### config.mk
export PLATFORM = sky130hd
export DESIGN_NAME = fetch_ctrl_flat
export DESIGN_NICKNAME = d
export VERILOG_FILES = /design/src/rtl/fetch_pkg.sv /design/src/rtl/fetch_ctrl_if.sv /design/src/rtl/fetch_ctrl.sv /design/src/flat_wrapper.sv
export SDC_FILE = /design/constraint.sdc
export NUM_CORES = 1
export LEC_CHECK = 0
export CORE_MARGIN = 2
export CORE_UTILIZATION = 40
export CTS_BUF_LIST = sky130_fd_sc_hd__clkbuf_4
export DETAILED_ROUTE_END_ITERATION = 10
export PLACE_DENSITY = 0.81
export SYNTH_ARGS = -nofsm -noshare
export SYNTH_HDL_FRONTEND = slang
export SYNTH_SLANG_ARGS = --single-unit
### constraint.sdc
create_clock -name clk -period 2.5 [get_ports clk]
set_clock_uncertainty 0.05 [all_clocks]
set_input_delay 0.5 -clock clk [delete_from_list [all_inputs] [get_ports clk]]
set_output_delay 0.5 -clock clk [all_outputs]
set_load 0.02 [all_outputs]
### src/rtl/fetch_pkg.sv
// Shared types and constants for the instruction-fetch controller.
package fetch_pkg;

  localparam int          ADDR_W        = 16;
  localparam int          DATA_W        = 16;
  localparam int          FETCH_COUNT_W = 16;
  localparam logic [15:0] RESET_PC      = 16'h0000;
  localparam int          PC_INC        = 1;

  typedef enum logic [1:0] {
    FETCH = 2'd0,
    FULL  = 2'd1,
    DRAIN = 2'd2
  } fetch_state_e;

endpackage

### src/rtl/fetch_ctrl_if.sv
// Instruction-memory read channel: request/address out, ack/data back.
interface fetch_ctrl_if #(
  parameter int ADDR_W = fetch_pkg::ADDR_W,
  parameter int DATA_W = fetch_pkg::DATA_W
);
  logic              imem_req;
  logic [ADDR_W-1:0] imem_addr;
  logic              imem_ack;
  logic [DATA_W-1:0] imem_rdata;

  modport master (output imem_req, imem_addr, input imem_ack, imem_rdata);
  modport slave  (input imem_req, imem_addr, output imem_ack, imem_rdata);
endinterface

### src/rtl/fetch_ctrl.sv
// Fetch controller: issues imem reads at pc_q, buffers one instruction for
// decode and drives the external PC register (PC+1 on fetch, target on redirect).
module fetch_ctrl
  import fetch_pkg::*;
#(
  parameter int ADDR_W = fetch_pkg::ADDR_W,
  parameter int DATA_W = fetch_pkg::DATA_W
) (
  input  logic                     clk,
  input  logic                     reset,
  input  logic [ADDR_W-1:0]        pc_q,
  output logic [ADDR_W-1:0]        pc_next,
  output logic                     pc_we,
  fetch_ctrl_if.master             imem,
  output logic                     ir_valid,
  output logic [DATA_W-1:0]        ir_data,
  output logic [ADDR_W-1:0]        ir_pc,
  input  logic                     ir_ready,
  input  logic                     redirect,
  input  logic [ADDR_W-1:0]        redirect_target,
  output logic [FETCH_COUNT_W-1:0] fetch_count
);

  fetch_state_e              state_q;
  logic [ADDR_W-1:0]         drain_addr_q;
  logic                      ir_valid_q;
  logic [DATA_W-1:0]         ir_data_q;
  logic [ADDR_W-1:0]         ir_pc_q;
  logic [FETCH_COUNT_W-1:0]  fetch_count_q;
  logic                      ack;

  // NOTE: every signal driven in always_comb gets a default first, so no path
  // leaves it unassigned and no latch is inferred.
  always_comb begin
    imem.imem_req  = 1'b0;
    imem.imem_addr = pc_q;
    pc_we          = 1'b0;
    pc_next        = '0;
    if (reset) begin
      imem.imem_req = (state_q == FETCH) || (state_q == DRAIN);
      if (state_q == DRAIN) imem.imem_addr = drain_addr_q;
      if (redirect) begin
        pc_we   = 1'b1;
        pc_next = redirect_target;
      end else if (state_q == FETCH && imem.imem_ack) begin
        pc_we   = 1'b1;
        pc_next = pc_q + ADDR_W'(PC_INC);
      end
    end
  end

  // An ack only counts while a request is actually being driven.
  assign ack = imem.imem_ack && imem.imem_req;

  // NOTE: sequential state uses non-blocking assignments so every register
  // samples pre-edge values regardless of statement order.
  always_ff @(posedge clk) begin
    if (!reset) begin
      state_q       <= FETCH;
      drain_addr_q  <= ADDR_W'(RESET_PC);
      ir_valid_q    <= 1'b0;
      ir_data_q     <= '0;
      ir_pc_q       <= '0;
      fetch_count_q <= '0;
    end else if (redirect) begin
      ir_valid_q <= 1'b0;
      unique case (state_q)
        FETCH: begin
          if (!ack) begin
            drain_addr_q <= pc_q;
            state_q      <= DRAIN;
          end
        end
        FULL:    state_q <= FETCH;
        DRAIN:   if (ack) state_q <= FETCH;
        default: state_q <= FETCH;
      endcase
    end else begin
      unique case (state_q)
        FETCH: begin
          if (ack) begin
            ir_valid_q    <= 1'b1;
            ir_data_q     <= imem.imem_rdata;
            ir_pc_q       <= pc_q;
            fetch_count_q <= fetch_count_q + 1'b1;
            state_q       <= FULL;
          end
        end
        FULL: begin
          if (ir_ready) begin
            ir_valid_q <= 1'b0;
            state_q    <= FETCH;
          end
        end
        DRAIN:   if (ack) state_q <= FETCH;
        default: state_q <= FETCH;
      endcase
    end
  end

  assign ir_valid    = ir_valid_q;
  assign ir_data     = ir_data_q;
  assign ir_pc       = ir_pc_q;
  assign fetch_count = fetch_count_q;

endmodule

### src/flat_wrapper.sv
// flat-port wrapper written by rule: the top's interface ports become plain ports
module fetch_ctrl_flat import fetch_pkg::*;
#(
  parameter int ADDR_W = fetch_pkg::ADDR_W,
  parameter int DATA_W = fetch_pkg::DATA_W
)
  (clk, reset, pc_q, pc_next, pc_we, ir_valid, ir_data, ir_pc, ir_ready, redirect, redirect_target, fetch_count, imem_imem_req, imem_imem_addr, imem_imem_ack, imem_imem_rdata);
  fetch_ctrl_if #(.ADDR_W(ADDR_W), .DATA_W(DATA_W)) imem_i ();
  input  logic clk;
  input  logic reset;
  input  logic [ADDR_W-1:0] pc_q;
  output logic [ADDR_W-1:0] pc_next;
  output logic pc_we;
  output logic ir_valid;
  output logic [DATA_W-1:0] ir_data;
  output logic [ADDR_W-1:0] ir_pc;
  input  logic ir_ready;
  input  logic redirect;
  input  logic [ADDR_W-1:0] redirect_target;
  output logic [FETCH_COUNT_W-1:0] fetch_count;
  output wire logic [$bits(imem_i.imem_req)-1:0] imem_imem_req;
  output wire logic [$bits(imem_i.imem_addr)-1:0] imem_imem_addr;
  input wire logic [$bits(imem_i.imem_ack)-1:0] imem_imem_ack;
  input wire logic [$bits(imem_i.imem_rdata)-1:0] imem_imem_rdata;
  assign imem_imem_req = imem_i.imem_req;
  assign imem_imem_addr = imem_i.imem_addr;
  assign imem_i.imem_ack = imem_imem_ack;
  assign imem_i.imem_rdata = imem_imem_rdata;
  fetch_ctrl #(.ADDR_W(ADDR_W), .DATA_W(DATA_W)) u_core (.clk(clk), .reset(reset), .pc_q(pc_q), .pc_next(pc_next), .pc_we(pc_we), .imem(imem_i), .ir_valid(ir_valid), .ir_data(ir_data), .ir_pc(ir_pc), .ir_ready(ir_ready), .redirect(redirect), .redirect_target(redirect_target), .fetch_count(fetch_count));
endmodule
==> results.yml, run 1 <==
global_route:
  track_usage: 0.241
  grt_pass1_wl_mm: 17.0
  first_global_vias: 3586
  grt_start_max_net_pins: 27
  globalRouteOverflowTotal: 0
  antenna_found_initial: 1
cts:
  cts_tree: "yes"
  ctsHoldBuffers: 0
  htree_num_levels: 3
  tritoncts.num_buffers: 9
  clockBufferDepth: 2
  clk_root_buffer_cell: "sky130_fd_sc_hd__clkbuf_4"
  clock_transition_at_the_registers_of_the_reported_paths_ps: 120
  clkSinkCount: 67
  insertion_delay_ps: 410
synth:
  yosysTopAreaCell: "sky130_fd_sc_hd__dfxtp_1"
  synth_async_sr_flop_share: 0
  seq_total_area_yosys: 0.402
  post_synth_main_area_contributors: "sky130_fd_sc_hd__dfxtp_1 40%, sky130_fd_sc_hd__nand2_1 12%, sky130_fd_sc_hd__a21boi_0 11%, sky130_fd_sc_hd__mux2_2 5.4%, sky130_fd_sc_hd__nand3_1 4.6%"
  ys_ff_latch: 67
  postSynthAreaPerCell_um2: 8.01
  synthesis.nets: 472
  synth_area_mm2: 0.00334
  synth_cell_count_leaders: "108 x sky130_fd_sc_hd__nand2_1, 67 x sky130_fd_sc_hd__dfxtp_1, 48 x sky130_fd_sc_hd__a21boi_0"
  ys_types: 34
  syn-instance-count: 417
  synth.most_common_cell: "sky130_fd_sc_hd__nand2_1"
  synth-warning-count: 0
  synth_top_area_share: 0.402
  synth_edf_count: 0
  postSynth.topFlopCell: "sky130_fd_sc_hd__dfxtp_1"
critical_path:
  worstPathMaxFanout: 3
  critPathCaptureType: "output pin"
  worst-r2r-setup-slack_ps: 200
  critPathArrivalTime_ps: 1880
  criticalPathCategory: "in2out"
  timing.critical_path.required_ps: 1950
  worst_setup_path_start_kind: "primary input"
placed_design:
  gp_congestion: 0.847
  placedInstanceArea_mm2: 0.00515
  port_buffers: 135
  dp_cells: 686
  post_dp_hpwl_mm: 8.07
power:
  combinationalPowerShare: 0.217
  share_of_total_power_in_sequential_cells: 0.460
  p_int_mw: 1.76
  leakage_nw: 2.12
  p_sw_uw: 687
  switching_share: 0.281
  max-vdd-ir-drop_mv: 0.274
  power_density_mw_per_mm2: 454
  p_clk_frac: 0.323
routing:
  post_drt_wl_per_cell_um: 15.3
  route.detailed.drc: 0
  route.final.wire_length_mm: 10.8
  drt.antenna.violating_nets: 0
  vias: 3629
  drt_first_iter_violations: 106
  drt_pre_antenna_iters: 4
  avgViaCountPerCell: 5.14
floorplanning:
  floorplan.die.height_um: 95.4
  core_mm2: 0.00813
  dieArea_mm2: 0.00910
  die_width_um: 95.4
  row_count: 33
  floorplan.initialDensity: 0.411
  num_io_pins: 136
timing:
  max_slew.worst_pin.slew_ps: 329
  hold_viol: 0
  final.hold.worst_slack_ps: 416
  timing_max_transition_violations_final: 0
  setup-violations-final: 0
  slew-limit-headroom: 0.779
  min_period_over_period: 0.973
  shortest_clock_period_the_worst_path_allows_after_layout_ps: 2430
  setup-tns-final_ps: 0
  clock.fmax_mhz: 411
layout:
  final_design_area_no_fill_mm2: 0.00538
  layout.cells.non_filler: 706
  fillerInstances: 675
  nets: 651
  layout.core_utilization: 0.662
  multiInputGateArea_mm2: 0.00203
  layout-drive-gt1-share: 0.242
  register_area_mm2: 0.00134
  area_delta_synth_final_pct: 61.1
flow_run:
  max_cap_viol_count: 0
status:
  run_status: "finished, final reports clean"
hold_path:
  hold_path_class: "reg2reg"
## per-stage QoR
stage	worst slack, ps	power, mW
floorplan	92.1	1.38
global placement	-731	1.67
detailed placement	-740	1.68
CTS	10.3	2.46
global route	-0.835	2.55
finish	66.5	2.44
## layout by cell type, fill, tap and decap left out, drive strengths merged, types with 5 or more instances in the layout
master,instances
a21boi,50
and2,10
buf,76
clkbuf,19
clkdlybuf4s15,7
clkdlybuf4s50,86
dfxtp,67
dlygate4sd2,16
inv,5
mux2,16
mux2i,5
nand2,108
nand3,31
nand4,6
nor2,7
nor3,10
nor4,7
o21ai,18
xnor2,14
xor2,8
## critical path: stages
cell                            delay [ps]
sky130_fd_sc_hd__dlygate4sd2_1         250
sky130_fd_sc_hd__nand4_1               190
sky130_fd_sc_hd__buf_4                 190
sky130_fd_sc_hd__buf_4                 120
sky130_fd_sc_hd__nor3_2                190
sky130_fd_sc_hd__xnor2_1               110
sky130_fd_sc_hd__o21ai_0               140
sky130_fd_sc_hd__buf_2                 190
## routing by layer
| metal | wire length, um | vias up | GRT usage |
|---|---|---|---|
| met5 | 0 | - | 0 |
| met4 | 196 | 0 | 0.100 |
| met3 | 740 | 18 | 0.0601 |
| met2 | 5390 | 125 | 0.417 |
| met1 | 4440 | 1710 | 0.284 |
| li1 | - | 1776 | - |
## kinds of logic after synthesis
group | Yosys count | synth area share
compound gates | 75 | 0.155
mux | 21 | 0.0689
xor+xnor | 22 | 0.0577
fa+ha+maj | 2 | 0.00749
flops | 67 | 0.402
buf+inv | 34 | 0.0390
simple gates | 196 | 0.270
## area by class of cell
type,instances,share of cell area
Tap cell,105,0.0244
Timing Repair Buffer,197,0.317
Sequential cell,67,0.249
Antenna cell,1,0.000465
Multi-Input combinational cell,316,0.377
Inverter,5,0.00349
Clock buffer,9,0.0126
Clock inverter,6,0.0151
## what timing repair did
action	4_1_cts	5_1_grt
pin swaps	3	1
cloned	0	0
gates resized for setup	134	34
endpoints found under the setup margin	35	19
setup buffers	3	1
hold endpoints to repair	0	0
## path summary, 6_finish.rpt
path | cells after the start | from | end
max reg2reg | 6 | u_core.state_q[1]$_SDFFE_PN0P_ | u_core.fetch_count[11]$_SDFFE_PN0P_
max | 8 | pc_q[7] | pc_next[11]
min | 2 | u_core.ir_pc[1]$_SDFFE_PN0P_ | u_core.ir_pc[1]$_SDFFE_PN0P_
min reg2reg | 2 | u_core.ir_pc[1]$_SDFFE_PN0P_ | u_core.ir_pc[1]$_SDFFE_PN0P_
## sequential cells by signal, summed over array words and instances (netlist names)
register	count
u_core.fetch_count	16
u_core.ir_pc	16
u_core.state_q	2
u_core.ir_valid	1
u_core.ir_data	16
u_core.drain_addr_q	16
## power by group through the flow
stage | Sequential, mW | Combinational, mW | Clock (mW)
after floorplan | 1.17 | 0.211 | 0
after global placement | 1.14 | 0.526 | 0
after detailed placement | 1.15 | 0.536 | 0
after CTS | 1.12 | 0.525 | 0.810
after global routing | 1.13 | 0.570 | 0.850
final | 1.12 | 0.531 | 0.789
(Power assumes the default switching activity.)
==> inputs of run 2 (changes only) <==
CTS_BUF_LIST = sky130_fd_sc_hd__clkbuf_8   (was sky130_fd_sc_hd__clkbuf_4)
==> results.yml, run 2 (synthesized netlist as in run 1, its figures left out) <==
layout:
  nets: 652
  layout.core_utilization: 0.673
  layout-drive-gt1-share: 0.216
  mostFrequentLayoutCell: "sky130_fd_sc_hd__nand2_1"
  area_delta_synth_final_pct: 63.9
  mostFrequentLayoutCells: "107 x sky130_fd_sc_hd__nand2_1, 86 x sky130_fd_sc_hd__clkdlybuf4s50_1, 66 x sky130_fd_sc_hd__dfxtp_1, 64 x sky130_fd_sc_hd__buf_4, 48 x sky130_fd_sc_hd__a21boi_0"
  layout.cells.non_filler: 707
floorplanning:
  floorplan.initialDensity: 0.411
  floorplan.die.height_um: 95.4
  dieArea_mm2: 0.00910
  die_width_um: 95.4
  num_io_pins: 136
  row_count: 33
  core_mm2: 0.00813
timing:
  clock.fmax_mhz: 411
  min_period_over_period: 0.973
  final.hold.worst_slack_ps: 410
  setup-violations-final: 0
  timing_max_transition_violations_final: 0
  shortest_clock_period_the_worst_path_allows_after_layout_ps: 2430
  rsz0062_at_grt: "no"
  slew-limit-headroom: 0.716
  max_slew.worst_pin.slew_ps: 422
  hold_viol: 0
global_route:
  grt_start_max_net_pins: 27
  grt_use_met3: 0.0625
  grt_pass1_wl_mm: 17.2
  met1_demand_to_capacity_share_in_global_routing: 0.290
  first_global_vias: 3588
  routing_layer_with_the_top_usage_in_global_route: "met2"
  track_usage: 0.247
  grt_use_met2: 0.418
  antenna_found_initial: 1
  globalRouteOverflowTotal: 0
routing:
  avgViaCountPerCell: 5.16
  post_drt_wl_per_cell_um: 15.6
  drt_pre_antenna_iters: 5
  vias: 3650
  drt.antenna.violating_nets: 0
  route.detailed.drc: 0
  route.final.wire_length_mm: 11.0
  drt_first_iter_violations: 123
power:
  max-vdd-ir-drop_mv: 0.305
  power_density_mw_per_mm2: 492
  design_power_total_mw: 2.69
  leakage_nw: 2.18
cts:
  htree_num_levels: 3
  clock_transition_at_the_registers_of_the_reported_paths_ps: 70
  tritoncts.num_buffers: 9
  cts_tree: "yes"
  clockBufferDepth: 2
  insertion_delay_ps: 350
  clkSinkCount: 67
  clk_root_buffer_cell: "sky130_fd_sc_hd__clkbuf_8"
status:
  run_status: "finished, final reports clean"
placed_design:
  post_dp_hpwl_mm: 8.07
  port_buffers: 135
  gp_congestion: 0.847
  dp_cells: 686
flow_run:
  max_cap_viol_count: 0
critical_path:
  timing.critical_path.required_ps: 1950
  critPathArrivalTime_ps: 1880
  worstPathMaxFanout: 6
  worst_setup_path_start_kind: "primary input"
  criticalPathCategory: "in2out"
  critPathCaptureType: "output pin"
hold_path:
  hold_path_class: "reg2reg"
[run 2: changes by cell type in the layout (fill, tap and decap cells not counted), sizes merged]
cell / previous run / this run
clkbuf: 19 / 11
clkinv: 4 / 2
dlygate4sd1: 0 / 1
dlygate4sd2: 16 / 33
buf: 76 / 74
clkdlybuf4s15: 7 / 2
[run 2: layout make-up]
type                       count  area, um^2
timing repair buffer         198        1740
fill                         662        2660
clock buffer                  11         151
inverter                       5        18.8
clock inverter                 4        73.8
multi-input combinational    316        2010
tap                          105         131
sequential                    67        1340
antenna                        1        2.50
[run 2: path summary, 6_finish.rpt]
| path | startpoint | depth (start not counted) | slack (ps) | to |
|---|---|---|---|---|
| worst min-delay path | u_core.ir_pc[1]$_SDFFE_PN0P_ | 2 | 410 | u_core.ir_pc[1]$_SDFFE_PN0P_ |
| worst min register to register | u_core.ir_pc[1]$_SDFFE_PN0P_ | 2 | 410 | u_core.ir_pc[1]$_SDFFE_PN0P_ |
| worst max-delay path | pc_q[0] | 8 | 70 | pc_next[5] |
| worst max register to register | u_core.state_q[1]$_SDFFE_PN0P_ | 6 | 210 | u_core.fetch_count[11]$_SDFFE_PN0P_ |
[run 2: timing repair]
item	CTS	global route
setup endpoints to repair	36	20
hold buffers	0	0
gates resized for setup	114	10
pin swaps	8	1
endpoints found under the hold margin	0	0
setup buffers	5	0
[run 2: per-stage QoR]
stage | setup WS [ps] | TNS, ps | cell area (um^2)
global placement | -731 | -10900 | 5150
global route | 6.70 | 0 | 5470
CTS | 9.59 | 0 | 5480
detailed placement | -740 | -11830 | 5150
finish | 68.5 | 0 | 5470
floorplan | 92.1 | 0 | 3340
[run 2: worst max-delay path, cell delays in order]
cell                            delay (ps)
sky130_fd_sc_hd__dlygate4sd2_1         260
sky130_fd_sc_hd__buf_4                 170
sky130_fd_sc_hd__nand4_1                80
sky130_fd_sc_hd__buf_4                 190
sky130_fd_sc_hd__nor2_1                120
sky130_fd_sc_hd__xnor2_1                80
sky130_fd_sc_hd__o21ai_0               140
sky130_fd_sc_hd__dlygate4sd1_1         330
[run 2: report_power, final]
group / switching, mW / internal (mW)
combinational: 0.270 / 0.260
sequential: 0.0201 / 1.10
clock: 0.432 / 0.611
[run 2: per-layer routing]
| metal | share of wire | wire, um |
|---|---|---|
| met5 | 0 | 0 |
| met4 | 0.026 | 289 |
| met3 | 0.080 | 883 |
| met2 | 0.50 | 5450 |
| met1 | 0.40 | 4380 |
